===== src/rtl/pe_array_ctrl_if.sv =====
// Bundles the job-request, buffer-read, PE-control and result-write signals of pe_array_ctrl.
// The slave modport is the controller's view of the bundle; the master modport is its environment's view.
interface pe_array_ctrl_if #(
  parameter int unsigned ARRAY_DIM  = 4,
  parameter int unsigned ADDR_WIDTH = 8
);
  localparam int unsigned IdxW = (ARRAY_DIM > 1) ? $clog2(ARRAY_DIM) : 1;

  logic                  start;
  logic [ADDR_WIDTH-1:0] cfg_len;
  logic [ADDR_WIDTH-1:0] cfg_base_inp;
  logic [ADDR_WIDTH-1:0] cfg_base_wgt;
  logic                  busy;
  logic                  done;
  logic                  rd_en;
  logic [ADDR_WIDTH-1:0] rd_addr_inp;
  logic [ADDR_WIDTH-1:0] rd_addr_wgt;
  logic                  pe_en;
  logic                  acc_clr;
  logic                  wr_valid;
  logic                  wr_ready;
  logic [IdxW-1:0]       wr_idx;

  modport master (
    output start, cfg_len, cfg_base_inp, cfg_base_wgt, wr_ready,
    input  busy, done, rd_en, rd_addr_inp, rd_addr_wgt, pe_en, acc_clr, wr_valid, wr_idx
  );

  modport slave (
    input  start, cfg_len, cfg_base_inp, cfg_base_wgt, wr_ready,
    output busy, done, rd_en, rd_addr_inp, rd_addr_wgt, pe_en, acc_clr, wr_valid, wr_idx
  );
endinterface


===== src/rtl/pe_array_ctrl.sv =====
// Job sequencer for a systolic PE array: streams K buffer reads, drains the array skew,
// then writes one result word per PE row under a valid/ready handshake.
module pe_array_ctrl #(
  parameter int unsigned ARRAY_DIM  = 4,
  parameter int unsigned ADDR_WIDTH = 8
) (
  input logic             clk,
  input logic             rst,
  pe_array_ctrl_if.slave  bus
);
  localparam int unsigned IdxW = (ARRAY_DIM > 1) ? $clog2(ARRAY_DIM) : 1;

  typedef enum logic [2:0] {StIdle, StRead, StDrain, StWrite, StDone} state_e;

  state_e                r_state;
  state_e                w_state_next;
  logic [ADDR_WIDTH-1:0] r_len;
  logic [ADDR_WIDTH-1:0] r_k;
  logic [ADDR_WIDTH-1:0] r_addr_inp;
  logic [ADDR_WIDTH-1:0] r_addr_wgt;
  logic [IdxW-1:0]       r_drain;
  logic [IdxW-1:0]       r_idx;
  logic                  r_pe_en;
  logic                  r_acc_clr;
  logic                  w_last_read;
  logic                  w_last_drain;
  logic                  w_last_idx;

  // r_k never exceeds len-1, so a full-range K fits the ADDR_WIDTH counter.
  assign w_last_read  = (r_k == (r_len - ADDR_WIDTH'(1)));
  assign w_last_drain = (r_drain == IdxW'(ARRAY_DIM - 1));
  assign w_last_idx   = (r_idx == IdxW'(ARRAY_DIM - 1));

  assign bus.rd_addr_inp = r_addr_inp;
  assign bus.rd_addr_wgt = r_addr_wgt;
  assign bus.pe_en       = r_pe_en;
  assign bus.acc_clr     = r_acc_clr;
  assign bus.wr_idx      = r_idx;

  always_ff @(posedge clk) begin
    if (rst) begin
      r_state <= StIdle;
    end else begin
      r_state <= w_state_next;
    end
  end

  always_comb begin
    w_state_next = r_state;
    bus.busy     = 1'b1;
    bus.done     = 1'b0;
    bus.rd_en    = 1'b0;
    bus.wr_valid = 1'b0;
    case (r_state)
      StIdle: begin
        bus.busy = 1'b0;
        if (bus.start) begin
          w_state_next = (bus.cfg_len == '0) ? StDone : StRead;
        end
      end
      StRead: begin
        bus.rd_en = 1'b1;
        if (w_last_read) w_state_next = StDrain;
      end
      StDrain: begin
        if (w_last_drain) w_state_next = StWrite;
      end
      StWrite: begin
        bus.wr_valid = 1'b1;
        if (bus.wr_ready && w_last_idx) w_state_next = StDone;
      end
      StDone: begin
        bus.done     = 1'b1;
        w_state_next = StIdle;
      end
      default: w_state_next = StIdle;
    endcase
  end

  always_ff @(posedge clk) begin
    if (rst) begin
      r_len      <= '0;
      r_k        <= '0;
      r_addr_inp <= '0;
      r_addr_wgt <= '0;
      r_drain    <= '0;
      r_idx      <= '0;
      r_pe_en    <= 1'b0;
      r_acc_clr  <= 1'b0;
    end else begin
      // One-cycle buffer latency: PE consumes the data read in the previous cycle.
      r_pe_en   <= (r_state == StRead);
      r_acc_clr <= (r_state == StRead) && (r_k == '0);
      case (r_state)
        StIdle: begin
          if (bus.start) begin
            r_len <= bus.cfg_len;
            r_k   <= '0;
            if (bus.cfg_len != '0) begin
              r_addr_inp <= bus.cfg_base_inp;
              r_addr_wgt <= bus.cfg_base_wgt;
            end
          end
        end
        StRead: begin
          // Stop advancing on the last read so the addresses hold the final one read.
          if (!w_last_read) begin
            r_k        <= r_k + ADDR_WIDTH'(1);
            r_addr_inp <= r_addr_inp + ADDR_WIDTH'(1);
            r_addr_wgt <= r_addr_wgt + ADDR_WIDTH'(1);
          end
        end
        StDrain: begin
          r_drain <= w_last_drain ? '0 : r_drain + IdxW'(1);
        end
        StWrite: begin
          if (bus.wr_ready) begin
            r_idx <= w_last_idx ? '0 : r_idx + IdxW'(1);
          end
        end
        default: ;
      endcase
    end
  end
endmodule

===== src/flat_wrapper.sv =====
// flat-port wrapper written by rule: the top's interface ports become plain ports
module pe_array_ctrl_flat 
#(
  parameter int unsigned ARRAY_DIM  = 4,
  parameter int unsigned ADDR_WIDTH = 8
)
  (clk, rst, bus_start, bus_cfg_len, bus_cfg_base_inp, bus_cfg_base_wgt, bus_wr_ready, bus_busy, bus_done, bus_rd_en, bus_rd_addr_inp, bus_rd_addr_wgt, bus_pe_en, bus_acc_clr, bus_wr_valid, bus_wr_idx);
  pe_array_ctrl_if #(.ARRAY_DIM(ARRAY_DIM), .ADDR_WIDTH(ADDR_WIDTH)) bus_i ();
  input logic clk;
  input logic rst;
  input wire logic [$bits(bus_i.start)-1:0] bus_start;
  input wire logic [$bits(bus_i.cfg_len)-1:0] bus_cfg_len;
  input wire logic [$bits(bus_i.cfg_base_inp)-1:0] bus_cfg_base_inp;
  input wire logic [$bits(bus_i.cfg_base_wgt)-1:0] bus_cfg_base_wgt;
  input wire logic [$bits(bus_i.wr_ready)-1:0] bus_wr_ready;
  output wire logic [$bits(bus_i.busy)-1:0] bus_busy;
  output wire logic [$bits(bus_i.done)-1:0] bus_done;
  output wire logic [$bits(bus_i.rd_en)-1:0] bus_rd_en;
  output wire logic [$bits(bus_i.rd_addr_inp)-1:0] bus_rd_addr_inp;
  output wire logic [$bits(bus_i.rd_addr_wgt)-1:0] bus_rd_addr_wgt;
  output wire logic [$bits(bus_i.pe_en)-1:0] bus_pe_en;
  output wire logic [$bits(bus_i.acc_clr)-1:0] bus_acc_clr;
  output wire logic [$bits(bus_i.wr_valid)-1:0] bus_wr_valid;
  output wire logic [$bits(bus_i.wr_idx)-1:0] bus_wr_idx;
  assign bus_i.start = bus_start;
  assign bus_i.cfg_len = bus_cfg_len;
  assign bus_i.cfg_base_inp = bus_cfg_base_inp;
  assign bus_i.cfg_base_wgt = bus_cfg_base_wgt;
  assign bus_i.wr_ready = bus_wr_ready;
  assign bus_busy = bus_i.busy;
  assign bus_done = bus_i.done;
  assign bus_rd_en = bus_i.rd_en;
  assign bus_rd_addr_inp = bus_i.rd_addr_inp;
  assign bus_rd_addr_wgt = bus_i.rd_addr_wgt;
  assign bus_pe_en = bus_i.pe_en;
  assign bus_acc_clr = bus_i.acc_clr;
  assign bus_wr_valid = bus_i.wr_valid;
  assign bus_wr_idx = bus_i.wr_idx;
  pe_array_ctrl #(.ARRAY_DIM(ARRAY_DIM), .ADDR_WIDTH(ADDR_WIDTH)) u_core (.clk(clk), .rst(rst), .bus(bus_i));
endmodule

===== config.mk =====
export PLATFORM = sky130hd
export DESIGN_NAME = pe_array_ctrl_flat
export DESIGN_NICKNAME = d
export VERILOG_FILES = /design/src/rtl/pe_array_ctrl_if.sv /design/src/rtl/pe_array_ctrl.sv /design/src/flat_wrapper.sv
export SDC_FILE = /design/constraint.sdc
export NUM_CORES = 1
export LEC_CHECK = 0
export CORE_MARGIN = 2
export CORE_UTILIZATION = 38
export DETAILED_ROUTE_END_ITERATION = 10
export HOLD_SLACK_MARGIN = 0.03
export SKIP_CTS_REPAIR_TIMING = 1
export SYNTH_ARGS = -nofsm -noshare
export SYNTH_HDL_FRONTEND = slang
export SYNTH_SLANG_ARGS = --single-unit

===== constraint.sdc =====
create_clock -name clk -period 6.9 [get_ports clk]
set_clock_uncertainty 0.05 [all_clocks]
set_input_delay 0.69 -clock clk [delete_from_list [all_inputs] [get_ports clk]]
set_output_delay 0.69 -clock clk [all_outputs]
set_load 0.05 [all_outputs]

# Yosys cells after proc, flatten, opt, wreduce, memory -nomap -nowiden
# Cells that the tools add are included.
# totals
register_bits	41
in_bits	28
# op_classes
add_sub_neg	6
n_eq_ne	13
n_mux	23
n_reduce_logical	12
# ops
operator	n
$mux W8	8
$pmux W8 S2	3
$add A8 B1 Y8 const B	3
$logic_not A8 Y1	2
$mux W3	5
$pmux W3 S4	1
$eq A8 B8 Y1	1
$ne A2 B1 Y1 const B	4
$reduce_and A4 Y1	2
$reduce_bool A8 Y1	1
$sub A8 B1 Y8 const B	1
$eq A3 B2 Y1 const B	2
$add A2 B1 Y2 const B	2
$eq A2 B2 Y1 const B	2
$mux W1	4
$mux W2	2
$ne A2 B2 Y1 const B	2
$reduce_and A2 Y1	2
$eq A3 B1 Y1 const B	1
$eq A3 B3 Y1 const B	1
$logic_not A3 Y1	1
$reduce_and A3 Y1	1
$logic_and A1 B1 Y1	2
$reduce_bool A2 Y1	1

# Longest topological paths before layout
# Gate-level depths: netlist of the first run.
# logic_depth
ltp_word	4
depth_mapped	11
mapped_depth_nobuf	8

# Worst setup path before layout of the first run
# Ideal clock, no wire load.
# synth_path
path_kind	register to register
start	register u_core.r_len[0]
end	register u_core.r_addr_wgt[6], in the netlist u_core.bus.rd_addr_wgt[6]
setup_time_ps	133
t_arrival_ps	2256
required_ps	6717
setup_slack_ps	4461
path_stages_with_launch	11
path_buffers	2
period_less_slack_ps	2439
cell_sequence	dfxtp_1 -> buf_2 -> inv_1 -> ha_1 -> o21bai_1 -> a2111oi_2 -> a311oi_2 -> a2111o_2 -> a21oi_2 -> buf_6 -> o32ai_1
# synth_between
elab_chain_cells	4
# synth_rtl
item	line	rtl
start: declaration	pe_array_ctrl.sv:17	logic [ADDR_WIDTH-1:0] r_len;
start signal: assignment	pe_array_ctrl.sv:97	r_len <= bus.cfg_len;
$sub A8 B1 Y8	pe_array_ctrl.sv:30	assign w_last_read = (r_k == (r_len - ADDR_WIDTH'(1)));
$eq A8 B8 Y1	pe_array_ctrl.sv:30	
$ne A2 B2 Y1 (no source line)	-	
$reduce_and A4 Y1 (no source line)	-	
end signal: assignment	pe_array_ctrl.sv:101	r_addr_wgt <= bus.cfg_base_wgt;
end signal: assignment	pe_array_ctrl.sv:110	r_addr_wgt <= r_addr_wgt + ADDR_WIDTH'(1);
end: declaration	pe_array_ctrl.sv:20	logic [ADDR_WIDTH-1:0] r_addr_wgt;
# No other way between the ends.
# A chain may end at the register's enable or synchronous reset.

# Final worst setup path of the first run
# layout_path
start	register u_core.r_state[1]
end	output bus_rd_en
# layout_between
elab_chain_cells	2
# layout_rtl
item	line	rtl
start: declaration	pe_array_ctrl.sv:15	state_e r_state;
start signal: assignment	pe_array_ctrl.sv:42	r_state <= StIdle;
start signal: assignment	pe_array_ctrl.sv:44	r_state <= w_state_next;
$eq A3 B1 Y1	pe_array_ctrl.sv:54	case (r_state)
$mux W1	pe_array_ctrl.sv:54	
end: declaration	flat_wrapper.sv:18	output wire logic [$bits(bus_i.rd_en)-1:0] bus_rd_en;
# No other way between the ends.

==> flow_metrics.tcl, run 1 <==
set metrics [dict create \
    tns_ps 0 \
    path_max_fanout 45 \
    cts_tree "done" \
    crit_path_end_kind "output pin" \
    p_leak_nw 1.01 \
    cts_buffer_depth 2 \
    synth-edff-count 0 \
    io_pins 52 \
    drtIter0Drc 118 \
    drt-total-wl_um 5960 \
    yosysTopAreaCell "dfxtp_1" \
    clkSlewWorstSetupHoldPaths_ps 80 \
    fmax_mhz 288 \
    tightest_slew_ps 885 \
    holdPathEnd "u_core.r_drain[1]" \
    ant_nets 0 \
    dr.pass1.iters 4 \
    htreeDepth 2 \
    slew_violations 0 \
    post_drt_via_cell_ratio 5.67 \
    arrival_ps 2730 \
    finalHoldViolCount 0 \
    crit_required_ps 6160 \
    layout.cells.most_common_list "clkdlybuf4s50_1, dfxtp_1, nand2_1, a21oi_1, nor3_1" \
    outcome "complete, no violations" \
    die_w_um 83.4 \
    slowest_stage "clkdlybuf4s50_1" \
    drv_cap 0 \
    avgSynthCellArea_sq_um 7.90 \
    post-route-min-period_ps 3470 \
    vias 2365 \
    yosys_warnings 0 \
    ff2ff_setup_slack_ps 3940 \
    dieArea_sq_mm 0.00695 \
    initial_core_util 0.400 \
    synth_nets 338 \
    cts_buffers 5 \
    synthArstFlopShare 0 \
    hold_path_class "register to register" \
    cts.sink_count 41 \
    synth_ff_type "dfxtp_1" \
    nets 377 \
    hpwl_um 4170 \
    synth-seq-area-share 0.343 \
    grt-ovfl-total 0 \
    power_density_mw_per_mm2 225 \
    r2r_end "u_core.bus.rd_addr_wgt[5]" \
    port_buffers 51 \
    drive_gt1_frac 0.0614 \
    antenna_found_initial 0 \
    wl_per_cell_um 14.3 \
    syn_area_sq_mm 0.00239 \
    post-route-drc-count 0 \
    path_class "register to output pin" \
    netlist_top_cells_area "dfxtp_1, a21oi_1, nand2_1, nor3_1, ha_1" \
    die_h_um 83.4 \
    r2r_cells 8 \
    power_mw 0.679 \
    maxSlewHeadroom 0.408 \
    ir_drop_v 0.000144 \
    layout_commonest_cell "clkdlybuf4s50_1" \
    grtUsageTotal 0.169 \
    grt_pass1_vias 2140 \
    ys_ff_latch 41 \
    rsz0062_at_grt "no" \
    row_count 28 \
    hold_start "u_core.r_drain[1]" \
    cts-root-buf "clkbuf_8" \
    yosys.area.top_type_share 0.343 \
    final-setup-viol-count 0 \
    max_stage_delay_ps 850 \
    period_share 0.503 \
    synth_cells 303 \
    critPathTopFamily "buffers and inverters" \
    crit_chain "or3b_1 -> buf_4 -> clkinv_1 -> clkdlybuf4s50_1" \
    synth_cell_type_count 52 \
    r2r-start "u_core.r_len[0]" \
    critPathLaunchType "register" \
    core_sq_mm 0.00599 \
    place_congestion 0.776 \
    min_path_cells 2 \
    areaGrowthSynthToFinish_pct 25.7 \
    clock_latency_ps 290 \
    grt_max_degree 46 \
    n_antenna_cell 0 \
    grt_pass1_wl_um 10000 \
    crit_buf_inv 3 \
]
==> synthesized netlist by cell type, types with 3 or more instances <==
cell type	n
a2111oi_2	3
a21oi_1	40
and2_1	4
buf_2	4
buf_6	3
clkbuf_1	14
dfxtp_1	41
ha_1	7
inv_1	5
nand2_1	40
nand2b_1	3
nand3_1	16
nand4_1	3
nor2_1	16
nor3_1	20
nor4_1	3
o211ai_1	3
o21ai_1	5
o311ai_0	4
o311ai_1	3
o31ai_1	10
o32ai_1	3
or2_2	4
or3_1	5
xnor2_1	4
xor2_1	6
==> metrics by stage <==
stage | area (sq um) | setup slack [ps] | hold slack, ps | cells | util
finish | 3010 | 3430 | 415 | 417 | 0.502
global route | 3010 | 3260 | 459 | 417 | 0.502
CTS | 3010 | 3420 | 422 | 417 | 0.502
detailed placement | 2920 | 3750 | 410 | 410 | 0.488
global placement | 2920 | 3800 | 402 | 410 | 0.488
floorplan | 2390 | 4460 | 390 | 303 | -
==> worst max-delay path by stage <==
stage | endpoint | start | depth (start not counted) | slack (ps)
3_5_place_dp | bus_rd_en | u_core.r_state[1] | 4 | 3750
3_3_place_gp | bus_rd_en | u_core.r_state[1] | 4 | 3800
4_1_cts | bus_rd_en | u_core.r_state[1] | 4 | 3420
6_report | bus_rd_en | u_core.r_state[1] | 4 | 3430
5_1_grt | bus_rd_en | u_core.r_state[1] | 4 | 3260
2_1_floorplan | u_core.bus.rd_addr_wgt[6] | u_core.r_len[0] | 10 | 4460
==> area by class of cell <==
type                       count  area [sq um]
fill                         581          2980
multi-input combinational    234          1450
sequential                    41           821
timing repair buffer          54           533
tap                           75          93.8
clock buffer                   7          86.3
inverter                       6          22.5
==> metal layers <==
| metal | routed length (um) | up-vias | global-route usage |
|---|---|---|---|
| met3 | 238 | 4 | 0.0318 |
| met5 | 0 | - | 0 |
| met4 | 52 | 0 | 0.0402 |
| met2 | 2850 | 56 | 0.284 |
| met1 | 2820 | 1102 | 0.225 |
| li1 | - | 1203 | - |
==> sequential cells by signal, indices dropped and copies added (netlist names) <==
register                count
u_core.bus.rd_addr_inp      8
u_core.bus.rd_addr_wgt      8
u_core.r_k                  8
u_core.r_len                8
u_core.r_state              3
u_core.bus.wr_idx           2
u_core.r_drain              2
u_core.bus.acc_clr          1
u_core.bus.pe_en            1
==> where the power goes <==
group	switching, mW	total [mW]	internal [mW]
logic	0.146	0.233	0.0874
registers	0.0295	0.289	0.259
clock network	0.0776	0.157	0.0794
total	0.253	0.679	0.426
==> logic make-up after synthesis <==
family | count (synthesis) | share of synthesized area
mux | 1 | 0.00418
compound gates | 92 | 0.265
simple gates | 124 | 0.259
flops | 41 | 0.343
fa+ha+maj | 7 | 0.0366
buf+inv | 28 | 0.0554
xor+xnor | 10 | 0.0366
==> worst min-delay path: stages, from the launching register on <==
cell,delay [ps]
dfxtp_1,320
nand2_1,50
a21oi_1,50
Power figures use the tool's default switching activity.
==> inputs of run 2 (changes only) <==
--- a/config.mk
+++ b/config.mk
@@ -9,6 +9,7 @@
 export CORE_UTILIZATION = 38
 export DETAILED_ROUTE_END_ITERATION = 10
 export HOLD_SLACK_MARGIN = 0.03
+export PLACE_DENSITY = 0.65
 export SKIP_CTS_REPAIR_TIMING = 1
 export SYNTH_ARGS = -nofsm -noshare
 export SYNTH_HDL_FRONTEND = slang
==> constraint.sdc (replaced) <==
create_clock -name clk -period 2.8 [get_ports clk]
set_clock_uncertainty 0.05 [all_clocks]
set_input_delay 0.28 -clock clk [delete_from_list [all_inputs] [get_ports clk]]
set_output_delay 0.28 -clock clk [all_outputs]
set_load 0.05 [all_outputs]
==> run 2 against run 1 <==
Combinational power rose to 2.5 times the previous value. Register-to-register slack got worse by 3700 ps. Sequential cell count unchanged. Worst hold slack better by 8.1 ps. Largest cell class unchanged.
==> flow_metrics.tcl, run 2 (synthesized netlist as in run 1, its figures left out) <==
set metrics [dict create \
    outcome "complete, no violations" \
    layout_commonest_cell "clkdlybuf4s50_1" \
    drv_cap 0 \
    maxSlewHeadroom 0.643 \
    drt-total-wl_um 6070 \
    seq_area_sq_um 822 \
    pwr-share-clk 0.227 \
    die_w_um 83.4 \
    n_antenna_cell 0 \
    nFillCells 578 \
    cts_buffers 5 \
    vias 2414 \
    grt-ovfl-total 0 \
    initial_core_util 0.400 \
    p_leak_nw 1.04 \
    io_pins 52 \
    die_h_um 83.4 \
    place_congestion 0.920 \
    dr.pass1.iters 4 \
    path_max_fanout 12 \
    cts_buffer_depth 2 \
    hold_path_class "register to register" \
    dp_cells 415 \
    crit_required_ps 2900 \
    arrival_ps 2670 \
    tightest_slew_ps 534 \
    rsz0062_at_grt "no" \
    nets 382 \
    hpwl_um 4420 \
    layout.cells.most_common_list "clkdlybuf4s50_1, nand2_1, a21oi_1, dfxtp_1, nor3_1" \
    crit_chain "inv_1 -> ha_1 -> o21bai_1 -> a2111oi_2 -> a311oi_2 -> a2111o_2 -> a21oi_2 -> buf_4 -> o31ai_1" \
    grt_max_degree 31 \
    dieArea_sq_mm 0.00695 \
    ant_nets 0 \
    crit_buf_inv 2 \
    htreeDepth 2 \
    combPwrFrac 0.351 \
    max_stage_delay_ps 520 \
    path_class "register to register" \
    grt_pass1_wl_um 10500 \
    pwr-share-seq 0.423 \
    post-route-min-period_ps 2570 \
    areaGrowthSynthToFinish_pct 27.8 \
    final_area_sq_mm 0.00306 \
    stdcell_count 422 \
    crit_path_end_kind "register" \
    whs_ps 423 \
    slowest_stage "a2111o_2" \
    grtUsageTotal 0.178 \
    critPathLaunchType "register" \
    post_drt_via_cell_ratio 5.72 \
    multi_input_area_sq_mm 0.00145 \
    place_area_sq_mm 0.00297 \
    cts_tree "done" \
    post-route-drc-count 0 \
    core_sq_mm 0.00599 \
    wl_per_cell_um 14.4 \
    cell_internal_pwr_mw 1.06 \
    clkSlewWorstSetupHoldPaths_ps 70 \
    final-setup-viol-count 0 \
    critPathTopFamily "compound AO/OA/AOI/OAI gates" \
    drive_gt1_frac 0.0807 \
    row_count 28 \
    cts.sink_count 41 \
    drtIter0Drc 133 \
    ir_drop_v 0.000308 \
    slew_violations 0 \
    period_share 0.918 \
    swShare 0.371 \
    fmax_mhz 389 \
    power_density_mw_per_mm2 552 \
    cts-root-buf "clkbuf_8" \
    antenna_found_initial 0 \
    switching_power_mw 0.627 \
    clock_latency_ps 280 \
    grt_pass1_vias 2266 \
    finalHoldViolCount 0 \
    port_buffers 51 \
    tns_ps 0 \
]
[run 2: changes by cell type in the layout (fill, tap and decap cells not counted)]
cell / before / now
dfxtp_1: 41 / 40
dfxtp_2: 0 / 1
buf_4: 3 / 8
clkdlybuf4s50_1: 51 / 50
buf_12: 0 / 1
[run 2: per-stage QoR]
| stage | utilization | setup slack [ps] | power (mW) |
|---|---|---|---|
| after floorplan | - | 361 | 1.12 |
| after global placement | 0.496 | 226 | 1.31 |
| after CTS | 0.510 | 175 | 1.70 |
| after global routing | 0.510 | 40.4 | 1.79 |
| final | 0.510 | 230 | 1.69 |
| after detailed placement | 0.496 | 180 | 1.32 |
[run 2: worst min-delay path, stage by stage (launching register included)]
cell and delay [ps]:
dfxtp_1 320, nand2_1 50, a21oi_1 60
[run 2: area by class of cell]
cell class / count / share of cell area
Inverter: 6 / 0.00736
Tap cell: 75 / 0.0307
Multi-Input combinational cell: 234 / 0.475
Clock buffer: 7 / 0.0282
Timing Repair Buffer: 59 / 0.190
Sequential cell: 41 / 0.269
[run 2: power by group through the flow]
stage / clock, mW / sequential (mW) / combinational [mW]
6_report: 0.383 / 0.714 / 0.592
5_1_grt: 0.426 / 0.724 / 0.639
4_1_cts: 0.396 / 0.714 / 0.593
3_5_place_dp: 0 / 0.727 / 0.590
3_3_place_gp: 0 / 0.726 / 0.588
2_1_floorplan: 0 / 0.825 / 0.293
[run 2: metal layers]
| layer | wire length (um) | global-route usage | vias up |
|---|---|---|---|
| met2 | 2960 | 0.298 | 54 |
| met1 | 2870 | 0.231 | 1145 |
| met3 | 200 | 0.0378 | 2 |
| met5 | 0 | 0 | - |
| met4 | 34 | 0.0522 | 0 |
| li1 | - | - | 1213 |
[run 2: path summary, 6_finish.rpt]
kind	slack, ps	to	startpoint	cells past startpoint
hold reg to reg	420	u_core.r_drain[1]	u_core.r_drain[1]	2
hold / removal	420	u_core.r_drain[1]	u_core.r_drain[1]	2
setup reg to reg	230	u_core.bus.rd_addr_inp[4]	u_core.r_len[1]	9
setup / recovery	230	u_core.bus.rd_addr_inp[4]	u_core.r_len[1]	9
==> inputs of run 3 (changes only) <==
--- a/config.mk
+++ b/config.mk
@@ -8,6 +8,7 @@
 export CORE_MARGIN = 2
 export CORE_UTILIZATION = 38
 export DETAILED_ROUTE_END_ITERATION = 10
+export GPL_TIMING_DRIVEN = 0
 export HOLD_SLACK_MARGIN = 0.03
 export PLACE_DENSITY = 0.65
 export SKIP_CTS_REPAIR_TIMING = 1
==> run 3 against run 2 <==
Sequential share of layout area fell by 0.42 points. Maximum frequency decreased by 2.5%. Combinational power rose by 4.7%. Sequential cell count unchanged. Largest cell class unchanged.
==> flow_metrics.tcl, run 3 (synthesized netlist as in run 1, its figures left out) <==
set metrics [dict create \
    dr.pass1.iters 4 \
    nets 396 \
    post-route-min-period_ps 2640 \
    initial_core_util 0.400 \
    grt_max_degree 12 \
    power_mw 1.72 \
    vias 2504 \
    drt-total-wl_um 6730 \
    layout.cells.most_common_list "clkdlybuf4s50_1, dfxtp_1, nand2_1, a21oi_1, nor3_1" \
    dieArea_sq_mm 0.00695 \
    pwr-share-seq 0.408 \
    grt_pass1_wl_um 11400 \
    grtUsageTotal 0.199 \
    cell_internal_pwr_mw 1.06 \
    place_congestion 0.844 \
    crit_required_ps 2910 \
    combPwrFrac 0.361 \
    antenna_found_initial 0 \
    maxSlewHeadroom 0.544 \
    grt-ovfl-total 0 \
    hpwl_um 4860 \
    drv_cap 0 \
    post-route-drc-count 0 \
    p_leak_nw 1.05 \
    tightest_slew_ps 683 \
    power_density_mw_per_mm2 554 \
    slew_violations 0 \
    grt_pass1_vias 2412 \
    post_drt_via_cell_ratio 5.74 \
    cts-root-buf "clkbuf_8" \
    cts_buffer_depth 2 \
    clkSlewWorstSetupHoldPaths_ps 80 \
    r2r-start "u_core.r_len[0]" \
    stdcell_count 436 \
    place_worst_setup_slack_ps 32.9 \
    final-setup-viol-count 0 \
    wl_per_cell_um 15.4 \
    layout_commonest_cell "clkdlybuf4s50_1" \
    cts.sink_count 41 \
    critPathLaunchType "register" \
    core_sq_mm 0.00599 \
    ff2ff_setup_slack_ps 160 \
    fmax_mhz 379 \
    io_pins 52 \
    arrival_ps 2750 \
    period_share 0.942 \
    swShare 0.381 \
    hold_path_class "register to register" \
    fin_ws_ps 163 \
    drtIter0Drc 151 \
    finalHoldViolCount 0 \
    cp-startpoint "u_core.r_len[0]" \
    switching_power_mw 0.656 \
    cts_tree "done" \
    whs_ps 415 \
    dp_cells 428 \
    path_class "register to register" \
    die_w_um 83.4 \
    htreeDepth 2 \
    areaGrowthSynthToFinish_pct 29.6 \
    n_antenna_cell 0 \
    pwr-share-clk 0.231 \
    ir_drop_v 0.000317 \
    outcome "complete, no violations" \
    ant_nets 0 \
    cts_buffers 5 \
    path_max_fanout 10 \
    drive_gt1_frac 0.0776 \
    crit_path_end_kind "register" \
    hold_start "u_core.r_drain[1]" \
    port_buffers 50 \
    clock_latency_ps 290 \
    row_count 28 \
    rsz0062_at_grt "no" \
    die_h_um 83.4 \
    tns_ps 0 \
]
## run 3: cell types whose count changed in the layout (fill, tap and decap cells not counted), sizes merged
| cell | before | now |
|---|---|---|
| clkbuf | 7 | 23 |
| buf | 9 | 8 |
| clkdlybuf4s50 | 50 | 49 |
## run 3: layout make-up
class,count,area [sq um]
fillers,588,2890
multi-input cells,234,1460
flip-flops and latches,41,821
repair buffers,51,503
plain buffers,22,113
well taps,75,93.8
clock buffers,7,86.3
inverters,6,22.5
## run 3: critical path, cell delays in order (launching register included)
cell	delay [ps]
dfxtp_1	310
buf_2	170
inv_1	60
ha_2	220
o21bai_1	180
a2111oi_2	350
a311oi_2	110
a2111o_2	560
a21oi_4	230
buf_6	180
o32ai_1	90
## run 3: stage by stage
stage / cell area [sq um] / util
after floorplan: 2390 / -
after global placement: 2990 / 0.499
after detailed placement: 2990 / 0.499
after CTS: 3070 / 0.513
after global routing: 3100 / 0.518
final: 3100 / 0.518
## run 3: final timing paths
path,to,cells past startpoint
max,u_core.bus.rd_addr_wgt[6],10
min,u_core.r_drain[1],2
max reg2reg,u_core.bus.rd_addr_wgt[6],10
min reg2reg,u_core.r_drain[1],2
## run 3: power by group through the flow
stage | clock (mW) | combinational (mW) | sequential (mW)
floorplan | 0 | 0.293 | 0.825
global placement | 0 | 0.604 | 0.714
detailed placement | 0 | 0.610 | 0.714
CTS | 0.406 | 0.612 | 0.701
global route | 0.430 | 0.672 | 0.712
finish | 0.396 | 0.620 | 0.702
## run 3: per-layer routing
| layer | GRT usage | vias up | wire, um |
|---|---|---|---|
| met5 | 0 | - | 0 |
| met4 | 0.0835 | 0 | 82 |
| met3 | 0.0288 | 6 | 256 |
| met2 | 0.319 | 65 | 3230 |
| met1 | 0.266 | 1202 | 3150 |
| li1 | - | 1231 | - |
